**src/rtl/ps2_key_tracker.sv**
```systemverilog
// ps2_key_tracker -- PS/2 keyboard front end for the ship-control path.
//
// Pipeline: 2-flop synchronisers -> ps2c glitch filter -> frame receiver
// (parity/stop/timeout) -> make/break/E0 decoder -> held-key bitmap + event FIFO.
//
// Parameters
//   FILTER_LEN      ps2c filter length (>=2)
//   NUM_KEYS        number of tracked keys
//   KEY_CODES       NUM_KEYS x 9 bits, entry i = {ext, code} at [9i+8:9i]
//   FIFO_DEPTH      event FIFO entries (power of 2, >=2)
//   TIMEOUT_CYCLES  max clk cycles between sample strobes inside a frame
//
// Ports
//   clk, reset      system clock, synchronous active-high reset
//   ps2d, ps2c      raw PS/2 data/clock lines (asynchronous)
//   key_held        bit i set while key i is held
//   ev_valid/ev_ready/ev_code/ev_ext/ev_break  FWFT event FIFO head + handshake
//   ev_count        FIFO occupancy
//   overflow        sticky, set when an event is dropped
//   frame_err       one-cycle pulse per discarded frame
//
// Build option: define PS2_TYPEMATIC_FILTER_EN to keep typematic repeats of
// already-held mapped keys out of the FIFO (bitmap behaviour is unchanged).

// One tracked key: matches {ext, code} and keeps its held bit.
module ps2_key_slot #(
  parameter logic [8:0] CODE = 9'h000
) (
  input  logic       clk,
  input  logic       reset,
  input  logic       ev_vld_i,
  input  logic       ev_brk_i,
  input  logic [8:0] ev_key_i,
  output logic       rpt_o,
  output logic       held_o
);
  logic hit;
  logic held_q;

  assign hit    = ev_vld_i && (ev_key_i == CODE);
  // Make on a key that is already down: a typematic repeat.
  assign rpt_o  = hit && !ev_brk_i && held_q;
  assign held_o = held_q;

  always_ff @(posedge clk) begin
    if (reset)    held_q <= 1'b0;
    else if (hit) held_q <= ~ev_brk_i;
  end
endmodule

module ps2_key_tracker #(
  parameter int                    FILTER_LEN     = 8,
  parameter int                    NUM_KEYS       = 9,
  parameter logic [NUM_KEYS*9-1:0] KEY_CODES      = {9'h174, 9'h172, 9'h16B, 9'h175,
                                                     9'h029, 9'h01D, 9'h01B, 9'h023, 9'h01C},
  parameter int                    FIFO_DEPTH     = 8,
  parameter int                    TIMEOUT_CYCLES = 50000
) (
  input  logic                          clk,
  input  logic                          reset,
  input  logic                          ps2d,
  input  logic                          ps2c,
  output logic [NUM_KEYS-1:0]           key_held,
  output logic                          ev_valid,
  input  logic                          ev_ready,
  output logic [7:0]                    ev_code,
  output logic                          ev_ext,
  output logic                          ev_break,
  output logic [$clog2(FIFO_DEPTH):0]   ev_count,
  output logic                          overflow,
  output logic                          frame_err
);
  localparam int AW = $clog2(FIFO_DEPTH);
  localparam int CW = AW + 1;
  localparam int TW = $clog2(TIMEOUT_CYCLES + 1);

  typedef struct packed {
    logic       brk;
    logic       ext;
    logic [7:0] code;
  } ps2_ev_t;

  // ---------------------------------------------------------------- sync
  logic [1:0] c_sync_q, d_sync_q;

  always_ff @(posedge clk) begin
    if (reset) begin
      c_sync_q <= 2'b11;
      d_sync_q <= 2'b11;
    end else begin
      c_sync_q <= {c_sync_q[0], ps2c};
      d_sync_q <= {d_sync_q[0], ps2d};
    end
  end

  // ---------------------------------------------------------------- filter
  logic [FILTER_LEN-1:0] filt_q;
  logic                  fclk_q, fclk_d;
  logic                  strobe_q, sdat_q;

  // Hysteresis: only a full run of ones/zeros moves the filtered clock.
  always_comb begin
    fclk_d = fclk_q;
    if (&filt_q)       fclk_d = 1'b1;
    else if (~|filt_q) fclk_d = 1'b0;
  end

  always_ff @(posedge clk) begin
    if (reset) begin
      filt_q   <= '1;
      fclk_q   <= 1'b1;
      strobe_q <= 1'b0;
      sdat_q   <= 1'b1;
    end else begin
      filt_q   <= {filt_q[FILTER_LEN-2:0], c_sync_q[1]};
      fclk_q   <= fclk_d;
      // Data is captured with the strobe so both refer to the same edge.
      strobe_q <= fclk_q & ~fclk_d;
      sdat_q   <= d_sync_q[1];
    end
  end

  // ---------------------------------------------------------------- receiver
  typedef enum logic {RX_IDLE, RX_DATA} rx_state_e;

  rx_state_e       rx_state_q;
  logic [3:0]      bitcnt_q;
  logic [8:0]      rxsh_q;       // first nine bits: data[7:0], parity
  logic [9:0]      frame;        // complete frame on the 10th strobe
  logic [TW-1:0]   tcnt_q;
  logic            rx_vld_q;
  logic [7:0]      rx_byte_q;
  logic            frame_err_q;
  logic            frame_ok;

  assign frame    = {sdat_q, rxsh_q};
  assign frame_ok = frame[9] & (^frame[8:0]);

  always_ff @(posedge clk) begin
    if (reset) begin
      rx_state_q  <= RX_IDLE;
      bitcnt_q    <= '0;
      rxsh_q      <= '0;
      tcnt_q      <= '0;
      rx_vld_q    <= 1'b0;
      rx_byte_q   <= '0;
      frame_err_q <= 1'b0;
    end else begin
      rx_vld_q    <= 1'b0;
      frame_err_q <= 1'b0;
      case (rx_state_q)
        RX_IDLE: begin
          tcnt_q   <= '0;
          bitcnt_q <= '0;
          if (strobe_q && !sdat_q) rx_state_q <= RX_DATA;
        end
        RX_DATA: begin
          if (strobe_q) begin
            tcnt_q   <= '0;
            rxsh_q   <= {sdat_q, rxsh_q[8:1]};
            bitcnt_q <= bitcnt_q + 4'd1;
            if (bitcnt_q == 4'd9) begin
              rx_state_q <= RX_IDLE;
              if (frame_ok) begin
                rx_vld_q  <= 1'b1;
                rx_byte_q <= frame[7:0];
              end else begin
                frame_err_q <= 1'b1;
              end
            end
          end else if (tcnt_q == TW'(TIMEOUT_CYCLES - 1)) begin
            frame_err_q <= 1'b1;
            rx_state_q  <= RX_IDLE;
          end else begin
            tcnt_q <= tcnt_q + TW'(1);
          end
        end
        default: rx_state_q <= RX_IDLE;
      endcase
    end
  end

  assign frame_err = frame_err_q;

  // ---------------------------------------------------------------- decoder
  typedef enum logic [2:0] {DEC_BASE, DEC_E0, DEC_F0, DEC_E0F0, DEC_SKIP} dec_state_e;

  dec_state_e dec_q;
  logic [2:0] skip_q;
  logic       ev_fire;
  ps2_ev_t    ev_d;

  // Event is combinational off the registered byte so the bitmap and FIFO
  // commit on the very next edge.
  always_comb begin
    ev_d.code = rx_byte_q;
    ev_d.ext  = (dec_q == DEC_E0) || (dec_q == DEC_E0F0);
    ev_d.brk  = (dec_q == DEC_F0) || (dec_q == DEC_E0F0);
    ev_fire   = 1'b0;
    if (rx_vld_q) begin
      case (dec_q)
        DEC_BASE: begin
          case (rx_byte_q)
            // Prefixes and keyboard status/ack bytes.
            8'hE0, 8'hF0, 8'hE1,
            8'h00, 8'hAA, 8'hEE, 8'hFA, 8'hFC, 8'hFE, 8'hFF: ev_fire = 1'b0;
            default:                                         ev_fire = 1'b1;
          endcase
        end
        DEC_E0:   ev_fire = (rx_byte_q != 8'hF0);
        DEC_F0,
        DEC_E0F0: ev_fire = 1'b1;
        default:  ev_fire = 1'b0;
      endcase
    end
  end

  always_ff @(posedge clk) begin
    if (reset) begin
      dec_q  <= DEC_BASE;
      skip_q <= '0;
    end else if (rx_vld_q) begin
      case (dec_q)
        DEC_BASE: begin
          if (rx_byte_q == 8'hE0)      dec_q <= DEC_E0;
          else if (rx_byte_q == 8'hF0) dec_q <= DEC_F0;
          else if (rx_byte_q == 8'hE1) begin
            // Pause/Break: swallow the 7 bytes that follow E1.
            dec_q  <= DEC_SKIP;
            skip_q <= 3'd7;
          end
        end
        DEC_E0:   dec_q <= (rx_byte_q == 8'hF0) ? DEC_E0F0 : DEC_BASE;
        DEC_SKIP: begin
          skip_q <= skip_q - 3'd1;
          if (skip_q == 3'd1) dec_q <= DEC_BASE;
        end
        default:  dec_q <= DEC_BASE;
      endcase
    end
  end

  // ---------------------------------------------------------------- bitmap
  logic [NUM_KEYS-1:0] rpt;

  for (genvar k = 0; k < NUM_KEYS; k++) begin : g_key
    ps2_key_slot #(
      .CODE (KEY_CODES[9*k +: 9])
    ) u_slot (
      .clk      (clk),
      .reset    (reset),
      .ev_vld_i (ev_fire),
      .ev_brk_i (ev_d.brk),
      .ev_key_i ({ev_d.ext, ev_d.code}),
      .rpt_o    (rpt[k]),
      .held_o   (key_held[k])
    );
  end

  logic repeat_make;
`ifdef PS2_TYPEMATIC_FILTER_EN
  assign repeat_make = |rpt;
`else
  logic unused_rpt;
  assign unused_rpt  = |rpt;
  assign repeat_make = 1'b0;
`endif

  // ---------------------------------------------------------------- FIFO
  ps2_ev_t          mem_q [FIFO_DEPTH];
  logic [AW-1:0]    wptr_q, rptr_q;
  logic [CW-1:0]    cnt_q;
  logic             overflow_q;
  logic             push_req, push, pop, full, empty;
  ps2_ev_t          head;

  assign empty    = (cnt_q == '0);
  assign full     = (cnt_q == CW'(FIFO_DEPTH));
  assign push_req = ev_fire & ~repeat_make;
  assign pop      = ev_ready & ~empty;
  // A pop in the same cycle frees the slot a full FIFO would otherwise refuse.
  assign push     = push_req & (~full | pop);

  always_ff @(posedge clk) begin
    if (push) mem_q[wptr_q] <= ev_d;
  end

  always_ff @(posedge clk) begin
    if (reset) begin
      wptr_q     <= '0;
      rptr_q     <= '0;
      cnt_q      <= '0;
      overflow_q <= 1'b0;
    end else begin
      if (push) wptr_q <= wptr_q + AW'(1);
      if (pop)  rptr_q <= rptr_q + AW'(1);
      case ({push, pop})
        2'b10:   cnt_q <= cnt_q + CW'(1);
        2'b01:   cnt_q <= cnt_q - CW'(1);
        default: cnt_q <= cnt_q;
      endcase
      if (push_req && !push) overflow_q <= 1'b1;
    end
  end

  // Head is gated by valid so the outputs read 0 while empty / after reset.
  assign head     = mem_q[rptr_q];
  assign ev_valid = ~empty;
  assign ev_code  = ev_valid ? head.code : 8'h00;
  assign ev_ext   = ev_valid & head.ext;
  assign ev_break = ev_valid & head.brk;
  assign ev_count = cnt_q;
  assign overflow = overflow_q;

endmodule

```
**config.mk**
```make
export PLATFORM = sky130hd
export DESIGN_NAME = ps2_key_tracker
export DESIGN_NICKNAME = d
export VERILOG_FILES = /design/src/rtl/ps2_key_tracker.sv
export SDC_FILE = /design/constraint.sdc
export NUM_CORES = 1
export LEC_CHECK = 0
export BUFFER_PORTS_ARGS = -buffer_cell sky130_fd_sc_hd__buf_2
export CAP_MARGIN = 20
export CORE_MARGIN = 2
export CORE_UTILIZATION = 60
export DETAILED_ROUTE_END_ITERATION = 8
export MAX_ROUTING_LAYER = met4
export PLACE_DENSITY = 0.77
export SETUP_SLACK_MARGIN = 0.3
export SKIP_LAST_GASP = 1
export SLEW_MARGIN = 20
export SYNTH_ARGS = -nofsm -noshare
export SYNTH_HDL_FRONTEND = slang
export SYNTH_SLANG_ARGS = --single-unit
```
**constraint.sdc**
```tcl
create_clock -name clk -period 3.5 [get_ports clk]
set_input_delay 0.7 -clock clk [delete_from_list [all_inputs] [get_ports clk]]
set_output_delay 0.7 -clock clk [all_outputs]
set_load 0.02 [all_outputs]
```
==> reports/metrics.yaml, run 1 <==
synth_edf_count: 80
netlist_instances: 557
route.detailed.drc: 0
vdd_drop_max_uv: 456.7
syn_area_mm2: 0.006889
io_buffers: 30
clock-sinks: 164
drv_slew: 0
cts_buffers: 17
crit_path_top_delay_cell: "dfxtp_1"
top_layer_used: "met4"
routedWlPerCell_um: 18.20
yosys-top-cells-area: "edfxtp_1 35%, dfxtp_1 24%, mux4_2 6.5%, mux2i_1 4.4%, nor2_1 4.0%"
skew_ps: 5.539
criticalPathCategory: "flip-flop to flip-flop"
num_vias: 4375
hold_viol: 0
syn-num-nets: 570
p_leak_nw: 2.800
ys_seq_elements: 164
cts_buffer_depth: 2
num_rows: 39
min_path_type: "flip-flop to flip-flop"
htree_levels: 4
drt-pass1-iter-count: 5
wl_um: 13480
yosysSeqAreaShare_pct: 59.28
area_growth_syn_to_layout_pct: 12.31
cap_violations: 0
clk_latency_ps: 420
critical_path.startpoint_type: "flip-flop"
gp_congestion: 0.8641
rsz0062_at_grt: "no"
num-fill-cells: 794
yosysMostFrequentCell: "dfxtp_1"
fmax_mhz: 341.3
critPathBufInv: 0
coreArea_mm2: 0.01132
grt_usage_pct: 24.04
synth-main-ff-cell: "dfxtp_1"
cp_cell_sequence: "maj3_2 > a21oi_2 > a211oi_4 > nor2_1 > nor2_1 > xor2_1 > ha_1 > nor3_1 > a32oi_1 > mux2_1"
worst_pin_slew_ps: 745.7
ant_nets: 0
chipWidth_um: 111.2
dr_wl_met3_um: 806
post-route-min-period_ps: 2930
fin_nets: 598
num_antenna_cells: 0
ys_async_sr_fraction_pct: 0
final_layout_size_suffix_gt1_share_pct: 20.74
required_ps: 3800
yosysTopAreaCellShare_pct: 34.87
grt_pass1_vias: 4442
cts.clk_slew.worst_paths_ps: 60
tritoncts: "yes"
synth.largest_area_cell: "edfxtp_1"
yosys_warnings: 0
status: "completed"
yosysUniqueCellTypes: 59
grt_pass1_wl_um: 22360
arrival_ps: 3230
grt_remaining_overflow: 0
crit_fanout: 18
clockRootBuffer: "clkbuf_16"
worst_path_largest_cell_delay_ps: 700
start_util_pct: 60.85
critical-path-top-delay-family: "compound AO/OA/AOI/OAI gates"
synthTopCellsByCount: "84 x dfxtp_1, 80 x edfxtp_1, 74 x nor2_1, 36 x nand2_1, 30 x mux2i_1"
synth_area_per_cell_um2: 12.37
initialDrtViolationCount: 393
fp.dieH_um: 111.2
powerDensity_mw_per_mm2: 576.5
wl_met1_um: 5682
end_kind: "flip-flop"
grt_antenna_before_repair: 0
fin_crit_sh_pct: 83.72
routed_via_density: 5.904
cp_common_cell: "nor2_1"
slew_headroom_pct: 50.19
die_area_mm2: 0.01236
io_pins: 31
setup_viol: 0
grt_max_degree: 52
hpwl_um: 8501
met2_length_um: 6762
fin_setup_tns_ps: 0
finalHoldWorstSlack_ps: 406.4
[power breakdown]
| group | switching (W) | internal, W |
|---|---|---|
| Combinational | 0.000325 | 0.000251 |
| Clock | 0.000725 | 0.00112 |
| Sequential | 0.0000264 | 0.00202 |
| Total | 0.00108 | 0.00338 |
[sequential cells by signal, summed over array words and instances (netlist names), 2 cells and up, named ones only]
name                 flops
bitcnt_q                 4
skip_q                   3
c_sync_q                 2
rx_byte_q                8
rxsh_q                   9
wptr_q                   3
mem_q                   80
dec_q                    3
filt_q                   8
ev_count                 4
g_key.u_slot.held_o      9
d_sync_q                 2
tcnt_q                  16
rptr_q                   3
[path summary, 6_finish.rpt]
check | slack (ps) | cells past startpoint | startpoint | endpoint
max | 570 | 10 | rx_byte_q[2] | ev_count[2]
min | 410 | 1 | c_sync_q[0] | c_sync_q[1]
max reg2reg | 570 | 10 | rx_byte_q[2] | ev_count[2]
min reg2reg | 410 | 1 | c_sync_q[0] | c_sync_q[1]
[cell type report]
cell class | count | area (um2) | share of cell area (%)
clock buffers | 18 | 429.2 | 5.547
clock inverters | 14 | 160.2 | 2.070
inverters | 9 | 33.78 | 0.4366
multi-input cells | 350 | 2601 | 33.62
flip-flops and latches | 164 | 4086 | 52.81
well taps | 143 | 178.9 | 2.312
repair buffers | 43 | 247.7 | 3.202
[layout by cell type (no fill, tap or decap), types with 3 or more instances in the layout]
cell	Yosys	layout
a21oi_1	17	17
xor2_1	10	10
clkinv_2	0	3
bufinv_16	0	3
ha_1	8	8
and4b_1	3	3
a211oi_1	5	5
and3_1	8	8
nor4_1	9	8
mux4_2	20	20
buf_2	6	30
nor3b_1	5	5
clkbuf_16	0	17
mux2i_1	30	30
nand2_1	36	36
nand3_1	9	9
or2_2	15	15
dfxtp_1	84	82
edfxtp_1	80	80
buf_4	9	13
nor2_1	74	74
nor2b_1	7	7
inv_1	8	8
and4_1	4	4
nand4_1	10	10
nand2b_1	11	11
xnor2_1	17	17
nor3_1	9	9
o21ai_0	6	6
[through the flow]
stage          power [W]  instance area (um2)  setup WS (ps)  util (%)  std cells
2_1_floorplan   0.002501                 6889          759.7         -        557
3_3_place_gp    0.002654                 7146          643.1     63.12        709
3_5_place_dp    0.002662                 7146          478.8     63.12        709
4_1_cts         0.004488                 7735          445.3     68.32        741
5_1_grt         0.004614                 7737          358.7     68.35        741
6_report        0.004461                 7737          569.8     68.35        741
[metal layers]
layer  vias up  track usage, %
met5         -               -
met4         0           8.395
met3        21           5.467
met2       156           38.45
met1      2124           30.62
li1       2074               -
[timing repair]
item                                    in CTS  in global routing
resized for setup                            0                  2
setup buffers                                0                  0
endpoints found under the setup margin       0                  1
hold buffers                                 0                  0
[kinds of logic (layout without fill, tap and decap cells)]
group / count (synthesis) / in the layout / synth area share (%)
compound gates: 41 / 41 / 3.996
flops: 164 / 164 / 59.28
xor+xnor: 28 / 28 / 3.759
fa+ha+maj: 9 / 9 / 1.616
buf+inv: 43 / 84 / 3.051
mux: 53 / 53 / 11.48
simple gates: 219 / 219 / 16.82
Note: power is estimated with default switching activity, not from simulation.
==> inputs of run 2 (changes only) <==
==> constraint.sdc (replaced) <==
create_clock -name clk -period 2.9 [get_ports clk]
set_input_delay 0.58 -clock clk [delete_from_list [all_inputs] [get_ports clk]]
set_output_delay 0.58 -clock clk [all_outputs]
set_load 0.02 [all_outputs]
==> reports/metrics.yaml, run 2 (synthesis gave the netlist of run 1 again) <==
status: "completed"  # unchanged
p_leak_nw: 2.879  # was 2.800 nW
intPower_w: 0.004011  # was 0.003385 W
fin_crit_sh_pct: 87.31
start_util_pct: 60.85  # unchanged
grt_max_degree: 51  # was 52
routedWlPerCell_um: 18.29  # was 18.20 um
end_kind: "output port"  # was flip-flop
clk_latency_ps: 420  # about the same
num_antenna_cells: 0  # unchanged
routed_via_density: 5.823  # was 5.904
setup_viol: 0  # unchanged
powerDensity_mw_per_mm2: 686.5  # was 576.5 mW/mm2
fin_setup_tns_ps: 0  # unchanged
whs_path_depth: 2  # was 1
htree_levels: 4  # unchanged
final_layout_size_suffix_gt1_share_pct: 24.34  # was 20.74%
drv_slew: 0  # unchanged
crit_fanout: 5  # was 18
min_path_type: "input port to flip-flop"  # was flip-flop to flip-flop
fin_cells: 751  # was 741
required_ps: 2320  # was 3800 ps
cap_violations: 0  # unchanged
hold_viol: 0  # unchanged
fp.dieH_um: 111.2  # unchanged
area_growth_syn_to_layout_pct: 14.49  # was 12.31%
num_rows: 39  # unchanged
coreArea_mm2: 0.01132  # unchanged
hpwl_um: 8689  # was 8501 um
rsz0062_at_grt: "yes"  # was no
power_switching_w: 0.001404  # was 0.001076 W
route.detailed.drc: 0  # unchanged
clockRootBuffer: "clkbuf_16"  # unchanged
postCtsHoldBufs: 0  # unchanged
skew_ps: 7.538  # was 5.539 ps
cts_buffers: 17  # unchanged
clock-sinks: 164  # unchanged
initialDrtViolationCount: 345  # was 393
fin_nets: 608  # was 598
post-route-min-period_ps: 2532
die_area_mm2: 0.01236  # unchanged
worst_pin_slew_ps: 808.0  # was 745.7 ps
chipWidth_um: 111.2  # unchanged
grt_usage_pct: 23.29  # was 24.04%
gp_congestion: 0.8639  # was 0.8641
tritoncts: "yes"  # unchanged
num-fill-cells: 781  # was 794
grt_remaining_overflow: 0  # unchanged
criticalPathCategory: "flip-flop to output port"  # was flip-flop to flip-flop
dp_cells: 715  # was 709
layout_common_cells: "80 x edfxtp_1, 79 x dfxtp_1, 73 x nor2_1"  # was 82 x dfxtp_1, 80 x edfxtp_1, 74 x nor2_1
pwr-share-seq_pct: 46.0  # was 45.8%
num_vias: 4373  # was 4375
slew_headroom_pct: 46.02  # was 50.19%
cts.clk_slew.worst_paths_ps: 60  # about the same
wl_um: 13740  # was 13480 um
pwr-share-comb_pct: 14.4  # was 12.9%
io_buffers: 30  # unchanged
clkPwrFrac_pct: 39.7  # was 41.3%
critical_path.startpoint_type: "flip-flop"  # unchanged
regMostFlops: "mem_q"  # unchanged
switching_share_pct: 25.93  # was 24.12%
io_pins: 31  # unchanged
fmax_mhz: 394.9
ant_nets: 0  # unchanged
grt_antenna_before_repair: 0  # unchanged
cts_buffer_depth: 2  # unchanged
largest_reg_flops: 80  # unchanged
vdd_drop_max_uv: 572.4  # was 456.7 uV
drt-pass1-iter-count: 5  # unchanged
arrival_ps: 1950  # was 3230 ps
layout_commonest_cell: "edfxtp_1"  # was dfxtp_1
reg.largest.list: "mem_q: 80 flops, tcnt_q: 16 flops"  # unchanged
grt_pass1_vias: 4320  # was 4442
r2r_cells: 10  # unchanged
grt_pass1_wl_um: 21800  # was 22360 um
run 2: cell count changes in the layout (fill, tap and decap cells not counted), moves of 2 or more:
cell / delta
clkinv_4: +5
dfxtp_1: -3
buf_4: +7
nor3_2: +2
nor3_1: -2
bufinv_16: -2
nor3b_2: +4
clkbuf_16: +2
inv_6: +2
clkinv_2: -2
dfxtp_2: +2
nor3b_1: -4
run 2: per-stage QoR:
| step | area (um2) | hold WS (ps) | setup slack [ps] | utilization (%) | power, W |
|---|---|---|---|---|---|
| 3_5_place_dp | 7221 | 393.7 | 226.6 | 63.78 | 0.003221 |
| 6_report | 7888 | 340.1 | 367.9 | 69.67 | 0.005415 |
| 3_3_place_gp | 7221 | 391.2 | 365.3 | 63.78 | 0.003205 |
| 5_1_grt | 7888 | 339.7 | 281.5 | 69.67 | 0.005595 |
| 2_1_floorplan | 6919 | 389.5 | 439.8 | - | 0.003018 |
| 4_1_cts | 7806 | 336.2 | 274.9 | 68.95 | 0.005358 |
run 2: repair_timing:
item | in CTS | in global routing
resized for setup | 4 | 8
endpoints found under the setup margin | 81 | 84
cloned | 0 | 2
buffers inserted | 0 | 2
endpoints found under the hold margin | 0 | 0
pin swaps | 0 | 1
run 2: area by class of cell:
type,instances,area (um2),area share (%)
Clock buffer,17,425.4,5.393
Clock inverter,15,146.4,1.856
Inverter,9,33.78,0.4283
Multi-Input combinational cell,350,2640,33.47
Sequential cell,164,4093,51.89
Tap cell,143,178.9,2.268
Timing Repair Buffer,53,370.4,4.695
run 2: power groups by stage:
stage | Combinational, W | Sequential [W] | Clock (W)
after CTS | 0.000724 | 0.00247 | 0.00216
after floorplan | 0.000496 | 0.00252 | 0
after global routing | 0.000835 | 0.00249 | 0.00227
after detailed placement | 0.000704 | 0.00252 | 0
after global placement | 0.000692 | 0.00251 | 0
final | 0.000778 | 0.00249 | 0.00215
run 2: final timing paths:
check                           slack [ps]    startpoint     endpoint
worst max-delay path                   370     flip-flop   ev_code[6]
worst min-delay path                   340          ps2d  d_sync_q[0]
worst max register to register         410  rx_byte_q[6]  ev_count[2]
worst min register to register         410   d_sync_q[0]  d_sync_q[1]
run 2: routing by layer:
metal	vias up	GRT usage, %	part of all wire (%)
li1	2090	-	-
met1	2140	29.34	42
met2	122	38.36	51
met3	21	4.593	4.7
met4	0	7.737	1.6
met5	-	-	0
run 2: critical path: stages, from the launching register on:
cell and delay [ps]:
dfxtp_4 410, buf_12 140, mux4_2 530, mux2i_2 220, nor2_1 60, buf_2 160
==> inputs of run 3 (changes only) <==
--- a/config.mk
+++ b/config.mk
@@ -8,10 +8,10 @@
 export BUFFER_PORTS_ARGS = -buffer_cell sky130_fd_sc_hd__buf_2
 export CAP_MARGIN = 20
 export CORE_MARGIN = 2
-export CORE_UTILIZATION = 60
+export CORE_UTILIZATION = 55
 export DETAILED_ROUTE_END_ITERATION = 8
 export MAX_ROUTING_LAYER = met4
-export PLACE_DENSITY = 0.77
+export PLACE_DENSITY = 0.74
 export SETUP_SLACK_MARGIN = 0.3
 export SKIP_LAST_GASP = 1
 export SLEW_MARGIN = 20
==> constraint.sdc (replaced) <==
create_clock -name clk -period 2.1 [get_ports clk]
set_input_delay 0.42 -clock clk [delete_from_list [all_inputs] [get_ports clk]]
set_output_delay 0.42 -clock clk [all_outputs]
set_load 0.02 [all_outputs]
==> reports/metrics.yaml, run 3 (synthesis gave the netlist of run 1 again) <==
num_antenna_cells: 0  # unchanged
fp.dieH_um: 115.9  # was 111.2 um
rsz0062_at_grt: "yes"  # unchanged
clk_latency_ps: 430  # was 420 ps
num_vias: 4846  # was 4373
grt_antenna_before_repair: 0  # unchanged
chipWidth_um: 115.9  # was 111.2 um
largest_reg_flops: 80  # unchanged
worst_pin_slew_ps: 619.1  # was 808.0 ps
grt_usage_pct: 26.75  # was 23.29%
required_ps: 2420  # was 2320 ps
fin_area_mm2: 0.009188  # was 0.007888 mm2
hold_path_startpoint: "ps2c"  # was ps2d
post-route-min-period_ps: 2409
htree_levels: 4  # unchanged
fin_setup_tns_ps: -21790  # was 0 ps
final_layout_size_suffix_gt1_share_pct: 40.70  # was 24.34%
skew_ps: 8.879  # was 7.538 ps
wl_um: 16910  # was 13740 um
fmax_mhz: 415.2
regMostFlops: "mem_q"  # unchanged
place_ws_ps: -120.2  # was 226.6 ps
io_pins: 31  # unchanged
critical_path.startpoint_type: "flip-flop"  # unchanged
rrSetupSlack_ps: -310  # was 410 ps
hold_viol: 0  # unchanged
arrival_ps: 2720  # was 1950 ps
fin_ws_ps: -308.5  # was 367.9 ps
hold_end: "c_sync_q[0]"  # was d_sync_q[0]
clock-sinks: 164  # unchanged
crit_fanout: 4  # was 5
cts.clk_slew.worst_paths_ps: 60  # about the same
route.detailed.drc: 0  # unchanged
whs_path_depth: 2  # unchanged
num_rows: 40  # was 39
die_area_mm2: 0.01344  # was 0.01236 mm2
ant_nets: 0  # unchanged
p_leak_nw: 3.380  # was 2.879 nW
cts_buffer_depth: 2  # unchanged
fin_cells: 851  # was 751
r2r_start: "rx_byte_q[2]"  # was rx_byte_q[6]
gp_congestion: 0.9107  # was 0.8639
routed_via_density: 5.694  # was 5.823
layout_common_cells: "80 x edfxtp_1, 67 x nor2_1, 63 x dfxtp_1"  # was 80 x edfxtp_1, 79 x dfxtp_1, 73 x nor2_1
r2r_cells: 12  # was 10
end_kind: "flip-flop"  # was output port
reg.largest.list: "mem_q: 80 flops, tcnt_q: 16 flops"  # unchanged
coreArea_mm2: 0.01211  # was 0.01132 mm2
grt_max_degree: 64  # was 51
criticalPathCategory: "flip-flop to flip-flop"  # was flip-flop to output port
grt_remaining_overflow: 0  # unchanged
regToRegEndpoint: "ev_count[2]"  # unchanged
drv_slew: 0  # unchanged
clockRootBuffer: "clkbuf_16"  # unchanged
area_growth_syn_to_layout_pct: 33.36  # was 14.49%
status: "finished, violations left"  # was completed
min_path_type: "input port to flip-flop"  # unchanged
hpwl_um: 9624  # was 8689 um
powerDensity_mw_per_mm2: 844.7  # was 686.5 mW/mm2
start_util_pct: 56.88  # was 60.85%
grt_pass1_vias: 4759  # was 4320
cts_buffers: 17  # unchanged
cap_violations: 0  # unchanged
placed_area_mm2: 0.007744  # was 0.007221 mm2
vdd_drop_max_uv: 819.4  # was 572.4 uV
layout_commonest_cell: "edfxtp_1"  # unchanged
io_buffers: 30  # unchanged
dp_cells: 776  # was 715
violations: "negative setup slack"
routedWlPerCell_um: 19.87  # was 18.29 um
slew_headroom_pct: 58.73  # was 46.02%
drt-pass1-iter-count: 5  # unchanged
setup_viol: 102  # was 0
fin_crit_sh_pct: 114.7
fin_nets: 683  # was 608
grt_pass1_wl_um: 25740  # was 21800 um
total_power_w: 0.007760  # was 0.005415 W
tritoncts: "yes"  # unchanged
initialDrtViolationCount: 321  # was 345
==> run 3: stage by stage <==
| step | hold slack [ps] | utilization, % |
|---|---|---|
| 3_5_place_dp | 400.9 | 63.94 |
| 5_1_grt | 159.2 | 75.86 |
| 4_1_cts | 155.3 | 73.55 |
| 3_3_place_gp | 392.8 | 63.94 |
| 2_1_floorplan | 389.5 | - |
| 6_report | 172.2 | 75.86 |
==> run 3: area by class of cell <==
class	count	area, um2
Inverter	9	33.78
Clock buffer	17	425.4
Clock inverter	15	130.1
Timing Repair Buffer	128	1230
Fill cell	720	2924
Sequential cell	164	4133
Tap cell	168	210.2
Multi-Input combinational cell	350	3025
==> run 3: worst max-delay path, cell delays in order, from the launching register on <==
cell	delay, ps
dfxtp_4	350
buf_6	120
buf_12	120
nor4b_4	250
a21oi_2	80
a211oi_4	270
nor2_2	80
nor2_2	120
xor2_1	150
ha_2	190
nor3_1	50
a32oi_1	170
mux2_1	340
==> run 3: where the power goes <==
part	switching (W)	leakage [nW]	internal, W
combinational	0.000673	1.68	0.000740
sequential	0.0000607	1.44	0.00336
clock	0.00129	0.263	0.00163
==> run 3: how the worst max path moves through the flow <==
| stage | startpoint | endpoint | slack (ps) | cells past startpoint |
|---|---|---|---|---|
| floorplan | rx_byte_q[2] | ev_count[2] | -220 | 11 |
| global placement | rx_byte_q[2] | ev_count[2] | -30 | 11 |
| detailed placement | rx_byte_q[2] | ev_count[2] | -120 | 11 |
| CTS | flip-flop | ev_code[3] | -250 | 5 |
| global route | rx_byte_q[2] | ev_count[2] | -460 | 12 |
| finish | rx_byte_q[2] | ev_count[2] | -310 | 12 |
==> run 3: per-layer routing <==
metal | vias to the layer above | global-route usage [%] | wire length (um)
met5 | - | - | 0
met4 | 0 | 6.508 | 279
met3 | 27 | 6.538 | 818
met2 | 141 | 44.72 | 8887
met1 | 2434 | 33.05 | 6921
li1 | 2244 | - | -
==> run 3: timing repair <==
| action | 4_1_cts | 5_1_grt |
|---|---|---|
| resized for setup | 71 | 38 |
| hold buffers | 0 | 0 |
| cloned | 5 | 1 |
| setup endpoints to repair | 121 | 126 |
| pin swaps | 20 | 21 |
| setup buffers | 22 | 15 |
